`src/rtl/branch_resolver_pkg.sv`:
```
`default_nettype none
// +--------------------------------------------------------------------+
// | branch_resolver_pkg: shared record type and constants for the      |
// | branch prediction update path.                     rev 1.0         |
// +--------------------------------------------------------------------+
package branch_resolver_pkg;

    localparam int unsigned c_addr_w = 32;
    localparam logic [c_addr_w-1:0] c_pc_inc = 32'd4;

    typedef struct packed {
        logic                valid;
        logic                hit;
        logic                pt;
        logic [c_addr_w-1:0] pc;
        logic [c_addr_w-1:0] ptarget;
    } pred_rec_t;

endpackage
`default_nettype wire

```
`src/rtl/branch_resolver_stage.sv`:
```
`default_nettype none
// +--------------------------------------------------------------------+
// | pred_stage_reg: one prediction record stage with hold and squash.  |
// |                                                    rev 1.0         |
// +--------------------------------------------------------------------+
module pred_stage_reg
    import branch_resolver_pkg::*;
(
    input  logic      clk,
    input  logic      rst,
    input  logic      stall,
    input  logic      flush,
    input  pred_rec_t d,
    output pred_rec_t q
);

    pred_rec_t r_q;

    // Flush only drops the valid bit; the remaining fields become don't-care.
    always_ff @(posedge clk) begin
        if (rst) begin
            r_q <= '0;
        end else if (stall) begin
            r_q <= r_q;
        end else if (flush) begin
            r_q.valid <= 1'b0;
        end else begin
            r_q <= d;
        end
    end

    assign q = r_q;

endmodule
`default_nettype wire

```
`src/rtl/branch_resolver.sv`:
```
`default_nettype none
// +--------------------------------------------------------------------+
// | branch_resolver: carries predictions s1->s4, resolves them against |
// | the real outcome, updates the table, flushes, counts.  rev 1.0     |
// +--------------------------------------------------------------------+
module branch_resolver
    import branch_resolver_pkg::*;
#(
    parameter int CNT_W = 32
) (
    input  logic                clk,
    input  logic                rst,
    input  logic                stall,
    input  logic [c_addr_w-1:0] inst_adress_s1,
    input  logic                hit_s1,
    input  logic                p_s1,
    input  logic [c_addr_w-1:0] b_dest_out,
    input  logic                is_branch_s4,
    input  logic                taken_s4,
    input  logic [c_addr_w-1:0] target_s4,
    output logic                write_rt,
    output logic                write_rp,
    output logic                deviated_s4,
    output logic [c_addr_w-1:0] b_dest_in,
    output logic [c_addr_w-1:0] inst_adress_s4,
    output logic                flush,
    output logic [c_addr_w-1:0] redirect_pc,
    output logic [CNT_W-1:0]    branch_cnt,
    output logic [CNT_W-1:0]    mispred_cnt
);

    pred_rec_t        w_rec [0:3];
    pred_rec_t        w_s4;
    logic             w_res;
    logic             w_dir_mp;
    logic             w_tgt_mp;
    logic             w_mp;
    logic [CNT_W-1:0] r_branch_cnt;
    logic [CNT_W-1:0] r_mispred_cnt;

    assign w_rec[0] = '{valid:   1'b1,
                        hit:     hit_s1,
                        pt:      hit_s1 & p_s1,
                        pc:      inst_adress_s1,
                        ptarget: b_dest_out};

    for (genvar i = 0; i < 3; i++) begin : g_stage
        pred_stage_reg u_stage (
            .clk   (clk),
            .rst   (rst),
            .stall (stall),
            .flush (w_mp),
            .d     (w_rec[i]),
            .q     (w_rec[i+1])
        );
    end

    assign w_s4 = w_rec[3];

    // A held record must not resolve, so a stalled branch fires exactly once.
    assign w_res    = w_s4.valid & ~stall;
    assign w_dir_mp = w_s4.pt ^ taken_s4;
    assign w_tgt_mp = w_s4.pt & taken_s4 & (w_s4.ptarget != target_s4);
    assign w_mp     = w_res & (is_branch_s4 ? (w_dir_mp | w_tgt_mp) : w_s4.pt);

    assign flush          = w_mp;
    assign redirect_pc    = (is_branch_s4 & taken_s4) ? target_s4 : (w_s4.pc + c_pc_inc);
    assign write_rt       = w_res & is_branch_s4 & taken_s4;
    assign write_rp       = w_res & is_branch_s4 & (w_s4.pt | taken_s4 | w_s4.hit);
    assign deviated_s4    = taken_s4;
    assign b_dest_in      = target_s4;
    assign inst_adress_s4 = w_s4.pc;

    always_ff @(posedge clk) begin
        if (rst) begin
            r_branch_cnt  <= '0;
            r_mispred_cnt <= '0;
        end else begin
            if (w_res & is_branch_s4) begin
                r_branch_cnt <= r_branch_cnt + 1'b1;
            end
            if (w_mp) begin
                r_mispred_cnt <= r_mispred_cnt + 1'b1;
            end
        end
    end

    assign branch_cnt  = r_branch_cnt;
    assign mispred_cnt = r_mispred_cnt;

endmodule
`default_nettype wire
```
`config.mk`:
```
export PLATFORM = sky130hd
export DESIGN_NAME = branch_resolver
export DESIGN_NICKNAME = d
export VERILOG_FILES = /design/src/rtl/branch_resolver_pkg.sv /design/src/rtl/branch_resolver_stage.sv /design/src/rtl/branch_resolver.sv
export SDC_FILE = /design/constraint.sdc
export NUM_CORES = 1
export LEC_CHECK = 0
export CAP_MARGIN = 15
export CORE_MARGIN = 2
export CORE_UTILIZATION = 38
export CTS_CLUSTER_SIZE = 24
export DETAILED_ROUTE_END_ITERATION = 6
export PLACE_DENSITY = 0.68
export SKIP_CTS_REPAIR_TIMING = 1
export SYNTH_ARGS = -nofsm -noshare
export SYNTH_HDL_FRONTEND = slang
export SYNTH_SLANG_ARGS = --single-unit
```
`constraint.sdc`:
```
create_clock -name clk -period 2.6 [get_ports clk]
set_input_delay 0.52 -clock clk [delete_from_list [all_inputs] [get_ports clk]]
set_output_delay 0.52 -clock clk [all_outputs]
set_load 0.03 [all_outputs]
```
Yosys cells after proc, flatten, opt, wreduce, memory -nomap -nowiden:

Cells that the tools add are included.

* flip-flop bits (word level): 265
* input port bits: 103
* output and inout bits: 164
* logic and storage cells: 42

* add/sub/neg operators: 3
* equality and inequality tests: 1
* muxes and demuxes: 5
* bitwise operators: 15
* reduce and logical (&&, ||, !) cells: 1

Operator list (count)
* adder 32 x 1 -> 32 bit (second input constant): 2
* adder 32 x 3 -> 32 bit (second input constant): 1
* 2-to-1 mux 32 bit: 1
* inequality test 32 bit: 1
* AND 1 bit: 9
* 2-to-1 mux 1 bit: 4
* bitwise OR 1 bit: 3
* inverter 1 bit: 2
* AND reduction 2 bit: 1
* XOR 1 bit: 1

Logic depth before layout (Yosys ltp):

* word-level depth: 7
* gate-level depth with buffers: 11
* gate-level depth less buffers: 8

Cells and area by module:

From an unflattened synthesis, not the netlist that was laid out.

* cells, all modules: 1516
* area, all modules: 13031.2 um2

By module, submodules not included
* pred_stage_reg: instances 3, cells an instance 303, area each 2762.6 um2, seq. area each 1341.3 um2
* branch_resolver: instances 1, cells an instance 607, area each 4743.3 um2, seq. area each 1281.2 um2

Worst setup path before layout:

Ideal clock, no wire load.

* path kind: register to output
* from: register g_stage[2].u_stage.r_q, in the netlist g_stage[2].u_stage.q[41]
* to: output port redirect_pc[31]
* data arrival time: 2.127 ns
* required time: 2.080 ns
* path slack: -0.047 ns
* stages on the path, launching flop included: 8
* path buffers: 1
* cell sequence: dfxtp_1 -> and4_1 -> and3_1 -> clkbuf_1 -> nand3_1 -> nor3_1 -> xnor2_1 -> o21ai_0

* cells in the longest elaborated chain, start to end: 2

RTL lines
* start, declared: RTL line branch_resolver_stage.sv:17 `pred_rec_t r_q;`
* start signal, assigned: RTL line branch_resolver_stage.sv:24 `r_q <= r_q;`
* adder 32 x 3 -> 32 bit: RTL line branch_resolver.sv:67 `assign redirect_pc = (is_branch_s4 & taken_s4) ? target_s4 : (w_s4.pc + c_pc_inc);`
* 2-to-1 mux 32 bit: RTL line branch_resolver.sv:67
* end, declared: RTL line branch_resolver.sv:27 `output logic [c_addr_w-1:0] redirect_pc,`

Every way passes these cells.

Final worst setup path:

* from: input port target_s4[11]
* to: output port flush

* cells in the longest elaborated chain, start to end: 5

RTL lines
* start, declared: RTL line branch_resolver.sv:20 `input logic [c_addr_w-1:0] target_s4,`
* inequality test 32 bit: RTL line branch_resolver.sv:63 `assign w_tgt_mp = w_s4.pt & taken_s4 & (w_s4.ptarget != target_s4);`
* AND 1 bit: RTL line branch_resolver.sv:63
* bitwise OR 1 bit: RTL line branch_resolver.sv:64 `assign w_mp = w_res & (is_branch_s4 ? (w_dir_mp | w_tgt_mp) : w_s4.pt);`
* 2-to-1 mux 1 bit: RTL line branch_resolver.sv:64
* AND 1 bit: RTL line branch_resolver.sv:64
* end, declared: RTL line branch_resolver.sv:26 `output logic flush,`

Every way passes these cells.

==> metrics.md <==
| Metric | Value |
|---|---|
| Start-to-end type of the worst setup path | `in -> out` |
| Startpoint of the lowest-slack register-to-register path | `g_stage[2].u_stage.q[28]` |
| Slew of the pin with the lowest slew margin | `roughly 470 ps` |
| Fraction of the yosys area taken by sequential cells | `approximately two fifths` |
| Pin count of the biggest net entering global routing | `72` |
| Sum of routed wire length over all layers | `39900 um` |
| Max Transition Viols Final | `0` |
| Capture point of the worst reg-to-reg path | `g_stage[0].u_stage.q[18]` |
| Number of levels the H-tree was split into | `1` |
| Iteration count of the initial detailed-routing pass | `5` |
| Chip width | `187 um` |
| Cell Area, Synth | `roughly 13000 um2` |
| Critical Path End | `flush` |
| Y dimension of the die | `approximately 190 um` |
| Clock tree from TritonCTS | `done` |
| Global-route total usage across every layer | `21.4%` |
| Launching element of the worst setup path | `target_s4[11]` |
| Status | `complete, but fails checks` |
| Clock period minus final worst setup slack | `2880 ps` |
| Global-route wire length before repair | `60300 um` |
| Via count of the first global-routing pass | `10600` |
| RSZ-0062 raised after global routing | `true` |
| Warnings, synthesis | `0` |
| Mean Syn Cell Area | `8.79 um2` |
| Class of the most critical hold timing path | `reg -> reg` |
| Final setup margin | `-275 ps` |
| Period utilisation layout | `111%` |
| Count of filler cells inserted in the layout | `3054` |
| Clock slew at reported path FFs | `roughly 60 ps` |
| Violated checks | `setup timing` |
| Pleak | `6.97 nW` |
| Post-route design area | `17600 um2` |
| Clock Root Buffer | `clkbuf_16` |
| Setup slack at placement | `-996 ps` |
| Power density normalized to cell area | `539 nW/um2` |
| Crit-path max FO | `2` |
| Commonest register cell after synthesis | `dfxtp_1` |
| Rows | `67` |
| Depth of the most critical reg-to-reg path | `9` |
| Relative contribution of combinational cells to total power | `11.5%` |
| Synth Instances | `1451` |
| Routed vias | `11400` |
| Maximum clock skew at final layout | `11.9 ps` |
| Detailed-placement wirelength estimate | `29000 um` |
| Arrival time at the worst endpoint | `2360 ps` |
| Proportion of power drawn by the clock network | `43.8%` |
| Max Cap Viol | `0` |
| Count of routing violations after the opening detailed-route iteration | `737` |
| Area taken by flip-flops and latches | `5340 um2` |
| Reg2Reg Setup Slack | `110 ps` |
| Net count of the finished layout | `1823` |
| Post-Place Cell Area | `16000 um2` |
| Final count of negative-setup-slack endpoints | `17` |
| Effective utilization at floorplan | `38.3%` |
| Final Hold Fails | `0` |
| ANT nets after route | `0` |
| Total core area | `33300 um2` |
| Syn Nets | `1559` |
| GP Congestion | `around 0.93` |
| Slew margin rel. | `68.4%` |
| Post-synthesis async set-or-reset flop share | `0%` |
| Maximum vdd ir drop | `522 uV` |
| Multi-input gate area | `6660 um2` |
| Initial antenna violation count | `5` |
| Drt drc | `0` |
| Kind of capture point of the worst setup path | `output pin` |
| # IOs | `267` |
| CP Launch Type | `input port` |
| Clock sinks | `265` |
| Final total power | `between 0.009 and 0.01 W` |
| Via-per-instance ratio | `~5.2` |
| Remaining global-route overflow | `0` |
| Routed len/inst | `approximately 18 um` |
| Number of buffers created by CTS | `29` |
| Number of register bits inferred by synthesis | `265` |
| Post-Route Setup TNS | `-1430 ps` |
| Die outline area | `35000 um2` |
| Net switching fraction of the power | `between 20% and 30%` |
| Highest achievable clock rate | `~0.35 GHz` |
| Number of port buffers | `266` |
| Share of final-layout standard cells stronger than drive strength 1 | `21.8%` |
| Cell-internal power | `0.00716 W` |
| Cells on Worst Hold Path | `2` |
| Number of library cell types mapped by synthesis | `59` |
| WP data required | `2080 ps` |
| Maximum count of clock buffers along a single path | `3` |
| Final standard cell utilization of the core | `52.8%` |
| Synthesis-to-finish area growth | `37.7%` |
| Net load switching power | `0.00231 W` |
| Skew-Pair Late Insertion Delay | `550 ps` |
| Part of the power in registers | `between 40% and 50%` |
| Post-synth EDFFs | `0` |
placed cells by master (no fill, tap or decap), types with 21 or more instances in the layout:
cell / count
clkdlybuf4s50_1: 224
buf_4: 144
o21ai_1: 25
nand4_1: 22
o21ai_0: 24
nand2_1: 263
buf_12: 22
nand3_1: 48
dfxtp_1: 245
a31o_2: 62
nor2_1: 49
xor2_1: 65
inv_1: 21
a21oi_1: 88
mux2i_1: 137
clkbuf_16: 29
cells by family (layout without fill, tap and decap cells):
family | Yosys count | count (layout) | synth area share (%)
adders and majority gates | 5 | 5 | 0.491
buffers and inverters | 194 | 479 | 8.72
other | 0 | 5 | 0
muxes | 150 | 150 | 11.9
AOI/OAI and AO/OA | 248 | 248 | 13.0
DFF | 265 | 265 | 41.6
xor gates and xnor gates | 90 | 90 | 6.18
and+or+nand+nor | 499 | 499 | 18.2
worst max-delay path: stages:
cell and delay [ps]:
clkdlybuf4s50_1 480, xor2_1 180, nor4_1 330, nand4_1 140, buf_4 180, o21a_1 210
nor2_2 120, inv_2 60, buf_6 130
how the worst min path moves through the flow:
stage / endpoint / startpoint
after global routing: g_stage[1].u_stage.q[53] / g_stage[1].u_stage.q[53]
after detailed placement: g_stage[0].u_stage.q[66] / g_stage[0].u_stage.q[66]
after floorplan: g_stage[2].u_stage.q[65] / g_stage[2].u_stage.q[65]
final: g_stage[2].u_stage.q[50] / g_stage[1].u_stage.q[50]
after global placement: g_stage[2].u_stage.q[65] / g_stage[2].u_stage.q[65]
after CTS: g_stage[0].u_stage.q[66] / g_stage[0].u_stage.q[66]
cell usage after synthesis (3+ instances only):
cell type	n	area [um2]
xor2_1	70	613
a31oi_1	8	50.1
a31o_1	3	26.3
inv_1	23	86.3
o31a_1	4	35.0
buf_2	16	80.1
nand4_1	22	138
nor3b_1	5	37.5
dfxtp_1	265	5310
a2111o_1	7	78.8
and2_1	6	37.5
and3b_1	3	26.3
buf_6	9	101
nor3_1	13	65.1
and3_1	15	93.8
mux2i_1	137	1370
nor2_1	59	221
a21oi_1	89	445
nand4_2	3	37.5
o21ai_0	46	230
nor4_1	12	75.1
o2111ai_1	9	78.8
a31o_2	62	543
or3_1	4	25.0
nand2_1	267	1000
nand3_1	56	280
xnor2_1	20	175
ha_1	5	62.6
clkbuf_1	65	244
mux2_2	13	146
buf_4	79	593
nor2b_1	8	50.1
or4_1	3	22.5
and4_1	10	87.6
o21ai_1	3	15.0
metal layers:
layer | track usage (%) | share of wire, % | up-vias
met5 | 0 | 0 | -
met2 | 35.4 | 48 | 313
li1 | - | - | 5532
met1 | 28.2 | 44 | 5434
met4 | 7.81 | 3.3 | 0
met3 | 3.43 | 4.6 | 76
sequential cells by signal (all words and copies together) (netlist names):
register           flops
g_stage.u_stage.q    201
mispred_cnt           32
branch_cnt            32
stage by stage:
step	std cells	hold WS (ps)
finish	2189	459
global route	2189	480
CTS	2161	462
detailed placement	2109	454
global placement	2109	449
floorplan	1451	435
power by group through the flow:
stage               Sequential, W  Clock [W]  Combinational [W]
finish                    0.00423    0.00415            0.00109
global route              0.00424    0.00439            0.00115
CTS                       0.00423    0.00424            0.00107
detailed placement        0.00432          0            0.00107
global placement          0.00432          0            0.00106
floorplan                 0.00432          0           0.000588
cell type report:
class                      count  area share, %
timing repair buffer         404           22.3
antenna                        5         0.0713
inverter                      23          0.534
sequential                   265           30.4
tap                          448           3.19
multi-input combinational    992           37.9
clock buffer                  41           4.85
clock inverter                11          0.670
No activity file was read; power rests on OpenSTA's default activity.
